## src/rtl/aes_word_io_ctrl_pkg.sv

```systemverilog
// Shared constants, FSM encoding and word-slot helper for the AES word I/O controller.
package aes_word_io_ctrl_pkg;

    localparam int WORD_W          = 32;
    localparam int KEY_WORDS       = 4;
    localparam int STATE_WORDS     = 4;
    localparam int BLOCK_WORDS     = KEY_WORDS + STATE_WORDS;
    localparam int DEFAULT_LATENCY = 21;

    typedef enum logic [1:0] {
        LOAD  = 2'd0,
        RUN   = 2'd1,
        DRAIN = 2'd2
    } ctrl_state_e;

    // Slot 0 is the most-significant word of a 128-bit vector.
    function automatic logic [6:0] wordLsb(input logic [1:0] slot);
        return {2'd3 - slot, 5'd0};
    endfunction

endpackage

```

## src/rtl/aes_word_unpacker.sv

```systemverilog
// Captures the core's 128-bit ciphertext and streams it out as four 32-bit words, MSW first.
module aes_word_unpacker
    import aes_word_io_ctrl_pkg::*;
(
    input  logic              clk,
    input  logic              rst,
    input  logic              i_capture,
    input  logic [127:0]      i_aesOut,
    input  logic              i_outReady,
    output logic              o_outValid,
    output logic [WORD_W-1:0] o_outData,
    output logic              o_lastWord
);

    logic [127:0]      r_capture;
    logic [1:0]        r_drainIdx;
    logic              r_outValid;
    logic [WORD_W-1:0] r_outData;
    logic              w_outXfer;

    assign w_outXfer  = r_outValid && i_outReady;
    assign o_lastWord = w_outXfer && (r_drainIdx == 2'd3);
    assign o_outValid = r_outValid;
    assign o_outData  = r_outData;

    // out_data is preloaded with the next word so it stays registered and stable under backpressure.
    always_ff @(posedge clk) begin
        if (rst) begin
            r_capture  <= '0;
            r_drainIdx <= '0;
            r_outValid <= 1'b0;
            r_outData  <= '0;
        end else if (i_capture) begin
            r_capture  <= i_aesOut;
            r_drainIdx <= '0;
            r_outValid <= 1'b1;
            r_outData  <= i_aesOut[wordLsb(2'd0) +: WORD_W];
        end else if (w_outXfer) begin
            r_drainIdx <= r_drainIdx + 2'd1;
            if (r_drainIdx == 2'd3) begin
                r_outValid <= 1'b0;
            end else begin
                r_outData <= r_capture[wordLsb(r_drainIdx + 2'd1) +: WORD_W];
            end
        end
    end

endmodule

```

## src/rtl/aes_word_io_ctrl.sv

```systemverilog
// Word-serial front/back end for the AES core: loads key then plaintext, holds them
// for the core latency, then hands the ciphertext to the unpacker for draining.
module aes_word_io_ctrl
    import aes_word_io_ctrl_pkg::*;
#(
    parameter int LATENCY = DEFAULT_LATENCY,
    parameter int CNT_W   = 8
) (
    input  logic              clk,
    input  logic              rst,
    input  logic              in_valid,
    output logic              in_ready,
    input  logic [WORD_W-1:0] in_data,
    output logic [127:0]      aes_state,
    output logic [127:0]      aes_key,
    input  logic [127:0]      aes_out,
    output logic              out_valid,
    input  logic              out_ready,
    output logic [WORD_W-1:0] out_data,
    output logic              busy
);

    ctrl_state_e      r_state;
    ctrl_state_e      w_nextState;
    logic [2:0]       r_wordIdx;
    logic [CNT_W-1:0] r_cnt;
    logic [127:0]     r_key;
    logic [127:0]     r_aesState;
    logic             r_busy;
    logic             w_inReady;
    logic             w_inXfer;
    logic             w_runDone;
    logic             w_lastWord;

    assign w_inXfer  = in_valid && w_inReady;
    assign w_runDone = (r_state == RUN) && (r_cnt == CNT_W'(LATENCY - 1));

    always_comb begin
        w_nextState = r_state;
        w_inReady   = 1'b0;
        case (r_state)
            LOAD: begin
                w_inReady = 1'b1;
                if (in_valid && (r_wordIdx == 3'(BLOCK_WORDS - 1))) begin
                    w_nextState = RUN;
                end
            end
            RUN: begin
                if (w_runDone) begin
                    w_nextState = DRAIN;
                end
            end
            DRAIN: begin
                if (w_lastWord) begin
                    w_nextState = LOAD;
                end
            end
            default: w_nextState = LOAD;
        endcase
    end

    always_ff @(posedge clk) begin
        if (rst) begin
            r_state <= LOAD;
        end else begin
            r_state <= w_nextState;
        end
    end

    // The 3-bit word index wraps to 0 on its own after word 7.
    always_ff @(posedge clk) begin
        if (rst) begin
            r_wordIdx  <= '0;
            r_cnt      <= '0;
            r_key      <= '0;
            r_aesState <= '0;
            r_busy     <= 1'b0;
        end else begin
            r_busy <= (w_nextState != LOAD);
            if (w_inXfer) begin
                r_wordIdx <= r_wordIdx + 3'd1;
                if (r_wordIdx < 3'(KEY_WORDS)) begin
                    r_key[wordLsb(r_wordIdx[1:0]) +: WORD_W] <= in_data;
                end else begin
                    r_aesState[wordLsb(r_wordIdx[1:0]) +: WORD_W] <= in_data;
                end
                if (r_wordIdx == 3'(BLOCK_WORDS - 1)) begin
                    r_cnt <= '0;
                end
            end
            if (r_state == RUN) begin
                r_cnt <= r_cnt + CNT_W'(1);
            end
        end
    end

    aes_word_unpacker u_unpacker (
        .clk        (clk),
        .rst        (rst),
        .i_capture  (w_runDone),
        .i_aesOut   (aes_out),
        .i_outReady (out_ready),
        .o_outValid (out_valid),
        .o_outData  (out_data),
        .o_lastWord (w_lastWord)
    );

    assign in_ready  = w_inReady;
    assign aes_key   = r_key;
    assign aes_state = r_aesState;
    assign busy      = r_busy;

endmodule

```

## config.mk

```make
export PLATFORM = sky130hd
export DESIGN_NAME = aes_word_io_ctrl
export DESIGN_NICKNAME = d
export VERILOG_FILES = /design/src/rtl/aes_word_io_ctrl_pkg.sv /design/src/rtl/aes_word_unpacker.sv /design/src/rtl/aes_word_io_ctrl.sv
export SDC_FILE = /design/constraint.sdc
export NUM_CORES = 1
export LEC_CHECK = 0
export BUFFER_PORTS_ARGS = -buffer_cell sky130_fd_sc_hd__buf_4
export CAP_MARGIN = 15
export CORE_UTILIZATION = 49
export CTS_CLUSTER_SIZE = 16
export DETAILED_ROUTE_END_ITERATION = 16
export PLACE_DENSITY_LB_ADDON = 0.12
export SLEW_MARGIN = 20
export SYNTH_ARGS = -nofsm -noshare
export SYNTH_HDL_FRONTEND = slang
export SYNTH_SLANG_ARGS = --single-unit
```

## constraint.sdc

```tcl
create_clock -name clk -period 2.8 [get_ports clk]
set_clock_uncertainty 0.15 [all_clocks]
set_input_delay 0.56 -clock clk [delete_from_list [all_inputs] [get_ports clk]]
set_output_delay 0.56 -clock clk [all_outputs]
set_load 0.01 [all_outputs]
```

==> results.md, run 1 <==
* Worst-Skew Late Latency at around 540 ps
* Slew Viols, Final at 0
* Least-Margin Pin Slew at 1010 ps
* CP cell instances: inv_1 -> ha_1 -> nand4bb_1 -> or4_4 -> buf_12 -> nor2_1 -> a311oi_2
* Core Region at around 34000 sq um
* Leakage dissipation at a little over 8 nW
* R2R Path Start: r_cnt[0]
* DR WL/cell at 19.0 microns
* Via count at about 16000
* Post-synth EDFFs at 0
* Final min period at approximately 2600 ps
* Pre-Repair DR Iteration Count at 7
* Worst Path Arrival at around 2800 ps
* Syn_area_per_cell at around 8 sq um
* Remaining Overflow, GRT at 0
* Reg2reg setup slack at 240 ps
* WP depth at 7
* Area share of the largest cell type after synthesis at about 51%
* Residual DRC at 0
* Die Y at approximately 190 microns
* WHS at 120 ps
* Max Cap Violations at 0
* P_sw at about 3.0 mW
* Clock root buffer: clkbuf_16
* Setup TNS at 0 ps
* GR Util All Layers at between 20% and 30%
* Antenna violations before repair at 0
* Post CTS Setup Buffer Count at 0
* First-pass GRT wire length at approximately 84000 microns
* CP Buf/Inv Count at 2
* WL final at between 50000 and 60000 microns
* Outcome: finished clean
* IR drop worst, VDD at between 400 and 500 uV
* WHS Endpoint: u_unpacker.r_capture[11]
* Max stage delay on crit path at between 500 and 600 ps
* Slew headroom at approximately a third
* Starting Density at 50.2%
* Largest net degree at the start of global routing at ~200
* Vias in the first global route at around 15000
* Place WS at around 460 ps
* Synth-to-layout area growth at 30.0%
* Crit-path max FO at between 150 and 200
* CTS Buf Count at between 40 and 50
* Logic gate share of total power at under 10%
* Placer Congestion at slightly above 0.8
* Synth area leader: dfxtp_1
* RR Endpoint: u_unpacker.o_outData[7]
* Die width at between 150 and 200 microns
* Finished Core Util at 65.3%
* Initial drt markers at about 1200
* Synth async-reset ratio at 0%
* Sequential area share after synthesis at between 50% and 60%
* Main synth FF type: dfxtp_1
* Critical-path top delay cell: or4_4
* Ranking of synthesized cells by area: dfxtp_1 (51%), nand2_1 (13%), a21oi_1 (12%)
* Endpoint type of the worst setup path: flop
* Final setup fails at 0
* RSZ-0062 raised after global routing: no
* Sw Share at between 20% and 30%
* Synthesized area at around 17000 sq um
* Required time of the worst setup path at about 3000 ps
* HP Class: input pin to flop
* Peak Freq at roughly 390 MHz
* Distinct cells, synth at 37
* Num rows at 67
* Clock share of power at around 46%
* PortBufs at between 400 and 500
* Int Power at approximately 10 mW
* Sink Count at about 430
* Layout cell share with drive strength beyond 1 at between 20% and 30%
* Clock Path Buffers at 3
* Syn Nets at about 2200
* Yosys Warn Count at 0
* Antenna cells at 0
* Final net count at 2556
* Die Area at around 35000 sq um
* Top-count cell post-synth: nand2_1
* Clock Pin Slew Worst Setup and Hold Paths at 60 ps
* Cells after synthesis at approximately 2100
* Gates resized, CTS repair at 0
* I/O pin cnt at 455
* Critical path class: flop to flop
* PnR worst setup slack at 244 ps
* Fin. Hold Viols at 0
* CP Launch Type: flop
* Crit path max-delay family: simple AND/OR/NAND/NOR gates
* Seq cells post-synth at around 430
* Tcrit/Tclk final at around nine tenths
* Hold Crit Start: aes_out[11]
* Number of vias per cell at around 5.6
* Hold Path Stages at 3
* H-tree depth at 2
* Reg power frac at between 40% and 50%
* R2R depth at 7
* TritonCTS clock tree: done
* Post-detail-place hpwl at between 30000 and 40000 microns
* Cts hold-fix bufs at 0
* Antenna viol nets, final at 0
* Post-synth top cells: nand2_1 (591), dfxtp_1 (433), a21oi_1 (390)
* Power Density at roughly 600 nW/um^2
## kinds of logic after synthesis
logic type | share of synthesized area, %
XOR/XNOR | 0.155
multiplexers | 4.63
buffers and inverters | 5.62
adder cells (fa/ha/maj) | 0.664
AO/OA/AOI/OAI | 14.6
flip-flops | 51.1
AND/OR/NAND/NOR | 23.2
## worst reg2reg max path: stages (launching register included)
cell and delay [ps]:
dfxtp_1 330, inv_1 90, ha_1 160, nand4bb_1 190
or4_4 550, buf_12 240, nor2_1 610, a311oi_2 70
## worst max-delay path by stage
stage	slack, ps	to	start
global route	240	aes_key[107]	r_wordIdx[0]
CTS	460	u_unpacker.o_outData[7]	r_cnt[0]
global placement	580	aes_state[124]	r_wordIdx[0]
floorplan	590	aes_key[100]	r_wordIdx[0]
detailed placement	460	u_unpacker.o_outData[13]	r_cnt[0]
finish	240	u_unpacker.o_outData[7]	r_cnt[0]
## routing by layer
metal | wire (microns) | GRT usage (%)
met3 | 5150 | 7.34
met2 | 25300 | 47.6
met1 | 21500 | 38.3
met4 | 2520 | 14.0
met5 | 0 | 0
## stage by stage
stage	cells	power, mW	cell area [sq um]
after floorplan	2061	6.78	17000
after global placement	2784	7.24	20500
after detailed placement	2784	7.24	20500
after CTS	2865	13.4	22000
after global routing	2865	13.7	22000
final	2865	13.3	22000
## registers in the layout (all words and copies together), names as in the netlist
| register | flops |
|---|---|
| aes_key | 128 |
| u_unpacker.o_outValid | 1 |
| u_unpacker.o_outData | 32 |
| u_unpacker.r_drainIdx | 2 |
| r_wordIdx | 3 |
| u_unpacker.r_capture | 128 |
| aes_state | 128 |
| r_cnt | 8 |
| busy | 1 |
| r_state | 2 |
## layout make-up
class                           count  area (sq um)
Clock inverter                     15           206
Timing Repair Buffer              493          3900
Fill cell                        2885         11700
Clock buffer                       66          1330
Inverter                            4          15.0
Tap cell                          448           561
Multi-Input combinational cell   1406          7370
Sequential cell                   433          8670
## cell usage in the layout, fill, tap and decap left out, drive strengths merged
cell type  count
bufinv         5
and2           8
clkbuf        66
clkinv         8
nor2          47
buf          493
mux2           4
and4b          1
nor4b          1
clkinvlp       1
nor3           4
nor4           1
nand2        591
a311oi        32
inv            5
mux4          32
a22oi          2
or4            1
and4bb         1
nand4bb        2
nand2b         2
or2            2
xor2           1
ha             9
a211oi         3
and3           1
mux2i          2
nand3b         1
a21oi        390
nor3b          4
nand4          3
nor2b          1
dfxtp        433
nand3        258
xnor2          2
## power groups by stage
stage          clock (mW)  combinational (mW)  sequential, mW
2_1_floorplan           0               0.396            6.38
3_3_place_gp            0               0.872            6.36
3_5_place_dp            0               0.876            6.37
4_1_cts              6.26               0.879            6.23
5_1_grt              6.52               0.942            6.23
6_report             6.17               0.886            6.23
Power figures use the tool's default switching activity.
==> run 2: changes to the inputs <==
--- a/config.mk
+++ b/config.mk
@@ -10,6 +10,7 @@
 export CORE_UTILIZATION = 49
 export CTS_CLUSTER_SIZE = 16
 export DETAILED_ROUTE_END_ITERATION = 16
+export GPL_TIMING_DRIVEN = 0
 export PLACE_DENSITY_LB_ADDON = 0.12
 export SLEW_MARGIN = 20
 export SYNTH_ARGS = -nofsm -noshare
==> run 2 against run 1 <==
  * Worst hold slack worse by 1.7 ps
  * First-iteration DRC count up 10%
  * Global-route usage up 3.8 points
  * Non-clock buffer count up 147
  * Clock power down 3%
  * Sequential share of layout area down 0.23 points
  * Combinational power up 2.3%
  * Via count up 5.9%
  * Flip-flop and latch count unchanged
  * Highest routed layer unchanged
==> results.md, run 2 (synthesis results as in run 1) <==
* WHS Endpoint: u_unpacker.r_capture[66] (was u_unpacker.r_capture[11])
* P_sw at 3.14 mW (was 3.03 mW)
* H-tree depth at 2 (unchanged)
* Die Area at 35400 sq um (unchanged)
* Fill cell count at 2922 (was 2885)
* Required time of the worst setup path at 3130 ps (was 3000 ps)
* Post-DP Area at 20700 sq um (was 20500 sq um)
* Worst-Skew Late Latency at 550 ps (was 540 ps)
* Die width at 188 microns (unchanged)
* Cts hold-fix bufs at 0 (unchanged)
* TritonCTS clock tree: done (unchanged)
* DR WL/cell at 20.4 microns (was 19.0 microns)
* Number of vias per cell at 5.62 (was 5.58)
* Hold Crit Start: aes_out[66] (was aes_out[11])
* Non-filler instance count after layout at 3012 (was 2865)
* RSZ-0062 raised after global routing: yes (was no)
* Pre-Repair DR Iteration Count at 6 (was 7)
* Clock root buffer: clkbuf_16 (unchanged)
* Commonest non-fill, non-tap cell in the layout: nand2_1 (unchanged)
* Sw Share at 23.9% (was 22.8%)
* Final min period at 2670 ps (was 2560 ps)
* CTS Buf Count at 45 (unchanged)
* Post-Place Cells at 2931 (was 2784)
* Final setup fails at 0 (unchanged)
* Highest-count cells in the layout ignoring fill and taps: nand2_1 (591), dfxtp_1 (433), buf_4 (422), a21oi_1 (390), nand3_1 (258) (was nand2_1 (591), buf_4 (477), dfxtp_1 (432), a21oi_1 (390), nand3_1 (258))
* Num rows at 67 (unchanged)
* Reg2reg setup slack at 130 ps (was 240 ps)
* Post-detail-place hpwl at 45000 microns (was 35600 microns)
* Fin. Hold Viols at 0 (unchanged)
* Initial drt markers at 1369 (was 1240)
* Final Cell Area at 22200 sq um (was 22000 sq um)
* CP Launch Type: flop (unchanged)
* Reg power frac at 47.4% (was 46.9%)
* Least-Margin Pin Slew at 1120 ps (was 1010 ps)
* Die Y at 188 microns (unchanged)
* Max stage delay on crit path at 530 ps (was 540 ps)
* Core Region at 33800 sq um (unchanged)
* CP Buf/Inv Count at 3 (was 2)
* R2R depth at 7 (unchanged)
* Clock Pin Slew Worst Setup and Hold Paths at 60 ps (about the same)
* Via count at 16900 (was 16000)
* CP cell instances: inv_1 -> ha_1 -> nor3_2 -> buf_6 -> clkbuf_1 -> nand3_1 -> a21oi_1 (was inv_1 -> ha_1 -> nand4bb_1 -> or4_4 -> buf_12 -> nor2_1 -> a311oi_2)
* Sink Count at 433 (unchanged)
* Starting Density at 50.2% (unchanged)
* Clock share of power at 45.7% (was 46.4%)
* Crit-path max FO at 10 (was 194)
* Endpoint type of the worst setup path: flop (unchanged)
* Clock Path Buffers at 3 (unchanged)
* Crit path max-delay family: buffers and inverters (was simple AND/OR/NAND/NOR gates)
* Placer Congestion at 0.888 (was 0.825)
* Int Power at 10.0 mW (was 10.3 mW)
* Synth-to-layout area growth at 30.7% (was 30.0%)
* I/O pin cnt at 455 (unchanged)
* Residual DRC at 0 (unchanged)
* Outcome: finished clean (unchanged)
* Layout cell share with drive strength beyond 1 at 24.7% (was 26.7%)
* Hold Path Stages at 3 (unchanged)
* WL final at 61500 microns (was 54500 microns)
* HP Class: input pin to flop (unchanged)
* Vias in the first global route at 16000 (was 15300)
* RR Endpoint: aes_state[110] (was u_unpacker.o_outData[7])
* Slew Viols, Final at 0 (unchanged)
* PnR worst setup slack at 132 ps (was 244 ps)
* Antenna viol nets, final at 0 (unchanged)
* IR drop worst, VDD at 390 uV (was 437 uV)
* Place WS at -83.8 ps (was 462 ps)
* Max Cap Violations at 0 (unchanged)
* Remaining Overflow, GRT at 0 (unchanged)
* GR Util All Layers at 33.8% (was 30.0%)
* Peak Freq at 375 MHz (was 391 MHz)
* Final net count at 2703 (was 2556)
* Antenna violations before repair at 1 (was 0)
* Leakage dissipation at 8.26 nW (was 8.20 nW)
* PortBufs at 421 (was 454)
* Critical-path top delay cell: nor3_2 (was or4_4)
* Logic gate share of total power at 6.9% (was 6.7%)
* Largest net degree at the start of global routing at 14 (was 195)
* Slew headroom at 25.3% (was 32.3%)
* Setup TNS at 0 ps (unchanged)
* R2R Path Start: r_wordIdx[0] (was r_cnt[0])
* First-pass GRT wire length at 92300 microns (was 84300 microns)
* Power Density at 593 nW/um^2 (was 603 nW/um^2)
* Tcrit/Tclk final at 95.3% (was 91.3%)
* Worst Path Arrival at 3000 ps (was 2760 ps)
* Critical path class: flop to flop (unchanged)
-- run 2: changes by cell type in the layout (fill, tap and decap cells not counted), sizes merged --
cell	previous run	this run
clkbuf	66	196
buf	493	516
bufinv	5	2
clkinv	8	5
clkinvlp	1	0
diode	0	1
-- run 2: worst register-to-register path, stage by stage, from the launching register on --
cell      delay (ps)
dfxtp_1          480
inv_1            150
ha_1             380
nor3_2           530
buf_6            220
clkbuf_1         400
nand3_1          150
a21oi_1          150
-- run 2: final cells by class --
class                           count  area, sq um  share of cell area [%]
Sequential cell                   433         8670                    39.1
Tap cell                          448          561                    2.53
Clock inverter                      8         93.8                   0.423
Multi-Input combinational cell   1406         7340                    33.1
Timing Repair Buffer              422         3170                    14.3
Inverter                            4         15.0                  0.0677
Antenna cell                        1         2.50                  0.0113
Clock buffer                       72         1370                    6.18
Buffer                            218          947                    4.27
-- run 2: repair_timing --
action,4_1_cts,5_1_grt
endpoints found under the setup margin,32,98
resized for setup,1,10
buffers inserted,0,0
-- run 2: worst max path at each step --
stage,start,endpoint,slack (ps),cells after the start
CTS,r_wordIdx[0],aes_state[101],40,7
floorplan,r_wordIdx[0],aes_key[100],590,6
global placement,r_wordIdx[0],aes_state[106],-520,6
detailed placement,r_wordIdx[0],aes_state[13],-80,7
finish,r_wordIdx[0],aes_state[110],130,7
global route,r_wordIdx[0],aes_state[115],-30,7
-- run 2: routing by layer --
| layer | part of all wire (%) | GRT usage [%] | wire [microns] |
|---|---|---|---|
| met5 | 0 | 0 | 0 |
| met4 | 4.3 | 13.9 | 2680 |
| met3 | 10 | 7.51 | 6320 |
| met2 | 45 | 53.5 | 27800 |
| met1 | 40 | 44.6 | 24700 |
-- run 2: per-stage QoR --
stage | total power, mW | utilization, % | hold slack (ps)
floorplan | 6.78 | - | 283
global placement | 7.23 | 61.2 | 289
detailed placement | 7.26 | 61.3 | 294
CTS | 13.1 | 65.6 | 108
global route | 13.5 | 65.6 | 114
finish | 13.1 | 65.6 | 119
-- run 2: power groups by stage --
stage | clock, mW | sequential, mW | combinational (mW)
final | 6.01 | 6.23 | 0.906
after global routing | 6.28 | 6.23 | 0.962
after CTS | 6.01 | 6.23 | 0.890
after detailed placement | 0 | 6.37 | 0.887
after global placement | 0 | 6.37 | 0.868
after floorplan | 0 | 6.38 | 0.396
==> run 3: changes to the inputs <==
--- a/config.mk
+++ b/config.mk
@@ -5,13 +5,14 @@
 export SDC_FILE = /design/constraint.sdc
 export NUM_CORES = 1
 export LEC_CHECK = 0
-export BUFFER_PORTS_ARGS = -buffer_cell sky130_fd_sc_hd__buf_4
+export BUFFER_PORTS_ARGS = -buffer_cell sky130_fd_sc_hd__buf_2
 export CAP_MARGIN = 15
 export CORE_UTILIZATION = 49
 export CTS_CLUSTER_SIZE = 16
 export DETAILED_ROUTE_END_ITERATION = 16
 export GPL_TIMING_DRIVEN = 0
 export PLACE_DENSITY_LB_ADDON = 0.12
+export REMOVE_ABC_BUFFERS = 1
 export SLEW_MARGIN = 20
 export SYNTH_ARGS = -nofsm -noshare
 export SYNTH_HDL_FRONTEND = slang
==> run 3 against run 2 <==
  * Setup slack worse by 27 ps
  * Routed wire length shrank 11%
  * Sequential power about the same
  * Die area did not move
  * Total power up 0.25%
  * Non-clock buffer count down 120
  * Sequential share of layout area increased by 1.4 points
  * Via count decreased by 5.2%
  * Global-route usage fell by 3.6 points
  * Final cell count decreased by 3.6%
  * Critical path type unchanged
  * Largest cell class unchanged
==> results.md, run 3 (synthesis results as in run 1) <==
* Final min period at 2700 ps (was 2670 ps)
* Crit path max-delay family: simple AND/OR/NAND/NOR gates (was buffers and inverters)
* Final Cell Area at 21400 sq um (was 22200 sq um)
* Peak Freq at 371 MHz (was 375 MHz)
* Least-Margin Pin Slew at 905 ps (was 1120 ps)
* Sink Count at 433 (unchanged)
* Clock Path Buffers at 3 (unchanged)
* Synth-to-layout area growth at 26.2% (was 30.7%)
* TritonCTS clock tree: done (unchanged)
* Post-DP Area at 19800 sq um (was 20700 sq um)
* Residual DRC at 0 (unchanged)
* Max Cap Violations at 0 (unchanged)
* Layout cell share with drive strength beyond 1 at 28.3% (was 24.7%)
* Critical-path top delay cell: or4_4 (was nor3_2)
* Finished Core Util at 63.3% (was 65.6%)
* Worst Path Arrival at 2960 ps (was 3000 ps)
* PortBufs at 454 (was 421)
* Initial drt markers at 1190 (was 1369)
* Slew headroom at 39.7% (was 25.3%)
* GR Util All Layers at 30.2% (was 33.8%)
* Vias in the first global route at 15200 (was 16000)
* I/O pin cnt at 455 (unchanged)
* Post-detail-place hpwl at 36600 microns (was 45000 microns)
* WHS at 87.2 ps (was 119 ps)
* Fill cell count at 3019 (was 2922)
* Largest net degree at the start of global routing at 130 (was 14)
* Cts hold-fix bufs at 0 (unchanged)
* Core Region at 33800 sq um (unchanged)
* Outcome: finished clean (unchanged)
* Antenna violations before repair at 18 (was 1)
* Area taken by multi-input logic gates at 7450 sq um (was 7340 sq um)
* Number of vias per cell at 5.53 (was 5.62)
* CTS Buf Count at 45 (unchanged)
* Slew Viols, Final at 0 (unchanged)
* Endpoint type of the worst setup path: flop (unchanged)
* Crit-path max FO at 62 (was 10)
* Die Area at 35400 sq um (unchanged)
* Final net count at 2584 (was 2703)
* CP Launch Type: flop (unchanged)
* Remaining Overflow, GRT at 0 (unchanged)
* Required time of the worst setup path at 3070 ps (was 3130 ps)
* CP cell instances: inv_1 -> ha_1 -> nand4bb_2 -> or4_4 -> buf_16 -> buf_16 -> buf_12 -> nor2_1 -> a311oi_2 (was inv_1 -> ha_1 -> nor3_2 -> buf_6 -> clkbuf_1 -> nand3_1 -> a21oi_1)
* Final setup fails at 0 (unchanged)
* Commonest non-fill, non-tap cell in the layout: nand2_1 (unchanged)
* Storage cell area at 8670 sq um (about the same)
* Fin. Hold Viols at 0 (unchanged)
* Pre-Repair DR Iteration Count at 5 (was 6)
* Die Y at 188 microns (unchanged)
* Clock Pin Slew Worst Setup and Hold Paths at 60 ps (about the same)
* Starting Density at 50.2% (unchanged)
* HP Class: input pin to flop (unchanged)
* H-tree depth at 2 (unchanged)
* DR WL/cell at 18.9 microns (was 20.4 microns)
* Max stage delay on crit path at 610 ps (was 530 ps)
* CP Buf/Inv Count at 4 (was 3)
* Power Density at 616 nW/um^2 (was 593 nW/um^2)
* Worst-Skew Late Latency at 550 ps (about the same)
* Crit path top cell by count: buf_16
* IR drop worst, VDD at 512 uV (was 390 uV)
* Leakage dissipation at 8.34 nW (was 8.26 nW)
* Num rows at 67 (unchanged)
* Via count at 16000 (was 16900)
* Clock root buffer: clkbuf_16 (unchanged)
* Highest-count cells in the layout ignoring fill and taps: nand2_1 (583), buf_2 (460), dfxtp_1 (431), a21oi_1 (390), nand3_1 (258) (was nand2_1 (591), dfxtp_1 (433), buf_4 (422), a21oi_1 (390), nand3_1 (258))
* Antenna viol nets, final at 0 (unchanged)
* Critical path class: flop to flop (unchanged)
* First-pass GRT wire length at 84600 microns (was 92300 microns)
* Die width at 188 microns (unchanged)
* Tcrit/Tclk final at 96.3% (was 95.3%)
* WL final at 54800 microns (was 61500 microns)
* Placer Congestion at 0.812 (was 0.888)
## run 3: worst paths after layout
path	from	end	slack, ps	depth (start not counted)
worst max-delay path	r_cnt[0]	u_unpacker.o_outData[19]	100	9
worst min register to register	aes_key[89]	aes_key[89]	300	2
worst min-delay path	aes_out[79]	u_unpacker.r_capture[79]	90	3
worst max register to register	r_cnt[0]	u_unpacker.o_outData[19]	100	9
## run 3: layout make-up
type / instances / area share (%)
Inverter: 4 / 0.0702
Tap cell: 448 / 2.62
Clock inverter: 16 / 0.743
Multi-Input combinational cell: 1407 / 34.8
Sequential cell: 433 / 40.5
Clock buffer: 67 / 6.27
Timing Repair Buffer: 520 / 14.8
Antenna cell: 8 / 0.0936
## run 3: timing repair
action,4_1_cts,5_1_grt
pin swaps,1,1
buffers inserted,1,4
gates resized for setup,2,4
setup endpoints to repair,31,98
gates cloned,0,1
## run 3: report_power, final
part           internal (mW)  switching, mW
registers               6.20         0.0255
clock network           3.59           2.47
logic                  0.294          0.594
total                   10.1           3.09
## run 3: layer usage
layer	wire length [microns]	global-route usage [%]	share of wire, %	vias to the layer above
li1	-	-	-	7657
met1	21700	36.6	40	7585
met2	26000	50.0	47	654
met3	5070	8.24	9.2	137
met4	2000	13.1	3.6	14
met5	73	0	0.13	-
## run 3: through the flow
stage          total power [mW]  setup slack (ps)  setup TNS, ps  cells
2_1_floorplan              6.61             -7370       -1563740   1843
3_3_place_gp               7.09            -13610       -3230410   2745
3_5_place_dp               7.22              -485          -7870   2808
4_1_cts                    13.2              3.32              0   2891
5_1_grt                    13.6             -5.86          -11.3   2900
6_report                   13.2               104              0   2903
## run 3: worst min-delay path, delay by kind of cell
kind	cells	cell delay, ps
buffers and inverters	1	90
AO/OA/AOI/OAI	1	50
AND/OR/NAND/NOR	1	40
